[src/rtl/bp_trace_arbiter.sv]
// Round-robin arbiter sharing one trace sink between several trace encoders.
// Grants are capped at burst_len_p beats; beats pass through one output register tagged with their source.
module bp_trace_arbiter #(
  parameter int num_src_p     = 4,
  parameter int trace_width_p = 64,
  parameter int burst_len_p   = 4,
  localparam int src_id_width_lp = $clog2(num_src_p),
  localparam int cnt_width_lp    = $clog2(burst_len_p + 1)
) (
  input  logic                                 clk_i,
  input  logic                                 reset_n_i,
  input  logic                                 en_i,
  input  logic [num_src_p*trace_width_p-1:0]   src_data_i,
  input  logic [num_src_p-1:0]                 src_v_i,
  output logic [num_src_p-1:0]                 src_ready_o,
  output logic [trace_width_p-1:0]             trace_data_o,
  output logic [src_id_width_lp-1:0]           trace_src_o,
  output logic                                 trace_v_o,
  input  logic                                 trace_ready_i,
  output logic                                 busy_o
);

  typedef enum logic [1:0] {IDLE, GRANT, DRAIN} state_e;

  state_e                      r_state, w_state_next;
  logic [src_id_width_lp-1:0]  r_grant, w_grant_next;
  logic [src_id_width_lp-1:0]  r_last_grant, w_last_next;
  logic [cnt_width_lp-1:0]     r_burst_cnt, w_burst_next;
  logic                        r_out_v;
  logic [trace_width_p-1:0]    r_out_data;
  logic [src_id_width_lp-1:0]  r_out_src;

  logic                        w_can_accept;
  logic                        w_accept;
  logic [src_id_width_lp-1:0]  w_pick;
  logic [src_id_width_lp-1:0]  w_idx;
  logic                        w_pick_found;

  assign w_can_accept = !r_out_v || trace_ready_i;

  // Search downward so the closest requester after the last grant is the one left standing.
  always_comb begin
    w_pick       = '0;
    w_pick_found = 1'b0;
    w_idx        = '0;
    for (int k = num_src_p; k >= 1; k--) begin
      w_idx = src_id_width_lp'((int'(r_last_grant) + k) % num_src_p);
      if (src_v_i[w_idx]) begin
        w_pick       = w_idx;
        w_pick_found = 1'b1;
      end
    end
  end

  always_comb begin
    src_ready_o = '0;
    if (r_state == GRANT && en_i && w_can_accept) begin
      src_ready_o[r_grant] = 1'b1;
    end
  end

  assign w_accept = src_ready_o[r_grant] & src_v_i[r_grant];

  always_comb begin
    w_state_next = r_state;
    w_grant_next = r_grant;
    w_last_next  = r_last_grant;
    w_burst_next = r_burst_cnt;
    case (r_state)
      IDLE: begin
        if (en_i && w_pick_found) begin
          w_grant_next = w_pick;
          w_burst_next = '0;
          w_state_next = GRANT;
        end
      end
      GRANT: begin
        if (!en_i) begin
          w_state_next = DRAIN;
        end else if (!src_v_i[r_grant]) begin
          w_state_next = IDLE;
          w_last_next  = r_grant;
        end else if (w_accept) begin
          w_burst_next = r_burst_cnt + 1'b1;
          if (w_burst_next == cnt_width_lp'(burst_len_p)) begin
            w_state_next = IDLE;
            w_last_next  = r_grant;
          end
        end
      end
      DRAIN: begin
        if (!r_out_v) begin
          w_state_next = IDLE;
          w_last_next  = r_grant;
        end
      end
      default: w_state_next = IDLE;
    endcase
  end

  always_ff @(posedge clk_i or negedge reset_n_i) begin
    if (!reset_n_i) begin
      r_state      <= IDLE;
      r_grant      <= '0;
      r_last_grant <= src_id_width_lp'(num_src_p - 1);
      r_burst_cnt  <= '0;
    end else begin
      r_state      <= w_state_next;
      r_grant      <= w_grant_next;
      r_last_grant <= w_last_next;
      r_burst_cnt  <= w_burst_next;
    end
  end

  // Output register only reloads when empty or draining this cycle, so a stalled beat holds still.
  always_ff @(posedge clk_i or negedge reset_n_i) begin
    if (!reset_n_i) begin
      r_out_v    <= 1'b0;
      r_out_data <= '0;
      r_out_src  <= '0;
    end else if (w_can_accept) begin
      r_out_v <= w_accept;
      if (w_accept) begin
        r_out_data <= src_data_i[r_grant*trace_width_p +: trace_width_p];
        r_out_src  <= r_grant;
      end
    end
  end

  assign trace_data_o = r_out_data;
  assign trace_src_o  = r_out_src;
  assign trace_v_o    = r_out_v;
  assign busy_o       = (r_state != IDLE) || r_out_v;

endmodule
[config.mk]
export PLATFORM = sky130hd
export DESIGN_NAME = bp_trace_arbiter
export DESIGN_NICKNAME = d
export VERILOG_FILES = /design/src/rtl/bp_trace_arbiter.sv
export SDC_FILE = /design/constraint.sdc
export NUM_CORES = 1
export LEC_CHECK = 0
export CORE_AREA = 2 2 129 131
export CTS_CLUSTER_DIAMETER = 40
export DETAILED_ROUTE_END_ITERATION = 12
export DIE_AREA = 0 0 131 133
export PLACE_DENSITY = 0.71
export SLEW_MARGIN = 20
export SYNTH_ARGS = -nofsm -noshare
export SYNTH_HDL_FRONTEND = slang
export SYNTH_SLANG_ARGS = --single-unit
[constraint.sdc]
create_clock -name clk_i -period 5.79 [get_ports clk_i]
set_clock_uncertainty 0.2 [all_clocks]
set_input_delay 1.158 -clock clk_i [delete_from_list [all_inputs] [get_ports clk_i]]
set_output_delay 1.158 -clock clk_i [all_outputs]
set_load 0.05 [all_outputs]
==> metrics.cfg <==
[clocking]
cts_setup_buffers=0
cts_sinks=76
clockBufferDepth=2
cts.clk_slew.worst_paths_ps=50
cts_tree=yes
clock_latency_ps=330
cts_root_buffer=clkbuf_16
ctsHoldBuffers=0
numCtsBuffers=9
cts_resized=0
htreeDepth=3

[detailed_routing]
wl_per_cell_um=18.4
remaining_drc_errors=0
drt_wl_total_mm=15.6
avgViaCountPerCell=4.84
via_count=4103
dr.first_iter.drc_count=178
antenna_left=0
first_pass_iters=4

[floorplanning]
initial_core_util_pct=29.1
die_w_um=131
die_area_um2=17400
ios=336
core_um2=16200
rows=47
fp.dieH_um=133

[placed_design]
port_buffers=335
dp_hpwl_mm=12.9
gp_congestion=0.817
dpl_cell_area_um2=8230

[yosys]
synth_area_leaders=dfrtp_1, mux4_2, mux2_2, ha_1, buf_4
synth_cells=300
synth.avg_cell_area_um2=15.7
async_reset_ff_share_pct=100
ys_seq_area_share_pct=40.4
yosysWarnings=0
syn_area_um2=4710
synth_nets=569
netlist.area_leader.share_pct=39.3
yosysTopAreaCell=dfrtp_1
synth-edff-count=0
synth-seq-cells=76
synth_ff_type=dfrtp_1
yosysUniqueCellTypes=39

[global_routing]
grt_pass1_wl_mm=23.7
gr-usage-all-layers_pct=18.0
grt_pass1_vias=4570
grt-ovfl-total=0
grt_max_degree=77
grt_antenna_before_repair=1

[critical_path]
required_ps=4430
cp_max_fo=7
end_kind=output pin
start_kind=input pin
cpMaxStageDelayCell=clkdlybuf4s50_1
worstPathArrival_ps=3190
path_delay_family=buffers and inverters
path_class=in -> out
critPathMaxStageDelay_ps=810
path_common_cell=clkdlybuf4s50_1
crit_chain=clkdlybuf4s50_1 -> inv_1 -> nor3_1 -> and3_1 -> clkdlybuf4s50_1
cp_num_buf_inv=3

[power_and_ir_drop]
leakage_nw=3.29
internal_power_mw=2.47
combPwrFrac_pct=62.9
switching_share_pct=44.3
peakVddDrop_uv=177
p_seq_share_pct=24.0
p_clk_share_pct=13.1
p_sw_mw=1.96
p_per_area_nw_per_um2=520
finalPower_mw=4.44

[finish]
area_growth_pct=81.1
final_util_pct=52.8
final_nets=892
design_area_um2=8540
fillers=1376
layout-drive-gt1-share_pct=25.2
n_antenna_cell=0

[timing]
whs_ps=301
period_share_pct=78.6
final-setup-viol-count=0
slew_violations=0
setup_tns_ps=0
slew_headroom_pct=35.8
min_period_ps=4550
worst-slew-pin-transition_ps=962
rsz0062_at_grt=no
hold_violations=0
fmax_mhz=220

[run_status]
status=completed

[worst_hold_path]
hold_class=reg -> reg

[run]
drv_cap=0

-- stage by stage --
| stage | cells | setup WS (ps) |
|---|---|---|
| finish | 847 | 1240 |
| global route | 847 | 1090 |
| CTS | 847 | 1230 |
| detailed placement | 832 | 1240 |
| global placement | 832 | 1240 |
| floorplan | 300 | 1680 |
-- cell type report --
cell class / count / area [µm²] / share of cell area, %
Multi-Input combinational cell: 190 / 2640 / 31.0
Tap cell: 220 / 275 / 3.22
Sequential cell: 76 / 1910 / 22.4
Inverter: 8 / 30.0 / 0.352
Clock buffer: 10 / 229 / 2.68
Clock inverter: 5 / 77.6 / 0.909
Timing Repair Buffer: 338 / 3370 / 39.5
-- layout by cell type, fill, tap and decap left out, drive strengths merged, types with 3 or more instances in the layout --
master and instances:
a21oi 3, buf 4, clkbuf 10, clkdlybuf4s50 334, dfrtp 74, ha 5
inv 8, mux2 67, mux2i 3, mux4 65, nand2 7, nand2b 3
nand3 3, nor2 3, o22ai 3
-- final timing paths --
| kind | cells after the start | from | end | slack, ps |
|---|---|---|---|---|
| worst max-delay path | 5 | en_i | src_ready_o[3] | 1240 |
| worst min register to register | 1 | trace_src_o[0]$_DFFE_PN0P_ | trace_src_o[0]$_DFFE_PN0P_ | 300 |
| worst min-delay path | 1 | trace_src_o[0]$_DFFE_PN0P_ | trace_src_o[0]$_DFFE_PN0P_ | 300 |
| worst max register to register | 4 | r_grant[0]$_DFFE_PN0P_ | trace_data_o[30]$_DFFE_PN0P_ | 2540 |
| max in group asynchronous | 1 | reset_n_i | r_grant[0]$_DFFE_PN0P_ | 3880 |
| min in group asynchronous | 1 | reset_n_i | trace_data_o[23]$_DFFE_PN0P_ | 780 |
-- cells by family after synthesis --
family          share of synthesized area, %
compound gates                          3.69
xor+xnor                               0.186
fa+ha+maj                               1.33
buf+inv                                 3.53
flops                                   40.4
mux                                     47.7
simple gates                            3.16
-- power groups by stage --
stage	Clock (mW)	Sequential, mW	Combinational [mW]
finish	0.581	1.06	2.79
CTS	0.599	1.07	2.83
floorplan	0	1.78	1.18
global placement	0	1.06	2.78
global route	0.625	1.11	2.93
detailed placement	0	1.08	2.83
-- layer usage --
layer,wire length [µm],track usage [%],up-vias
met3,1090,4.97,27
met5,13,0,-
met4,397,6.38,2
met1,5520,19.3,2029
met2,8590,33.2,198
li1,-,-,1847
-- registers in the layout, indices dropped and copies added (netlist names) --
name and flops:
trace_data_o 64, r_burst_cnt 3, r_grant 2, r_last_grant 2, r_state 2, trace_src_o 2, trace_v_o 1
-- synth_stat cells (2+ instances only) --
cell / n
a21oi_1: 3
a22o_1: 2
a31o_2: 2
buf_2: 7
buf_4: 8
clkbuf_1: 10
dfrtp_1: 74
dfstp_2: 2
ha_1: 5
inv_1: 8
mux2_2: 67
mux2i_1: 3
mux4_2: 65
nand2_1: 7
nand2b_1: 3
nand3_1: 3
nor2_1: 3
nor2b_1: 2
nor3_1: 2
nor3b_1: 2
o21ai_0: 2
o22ai_1: 3
(Power assumes the default switching activity.)
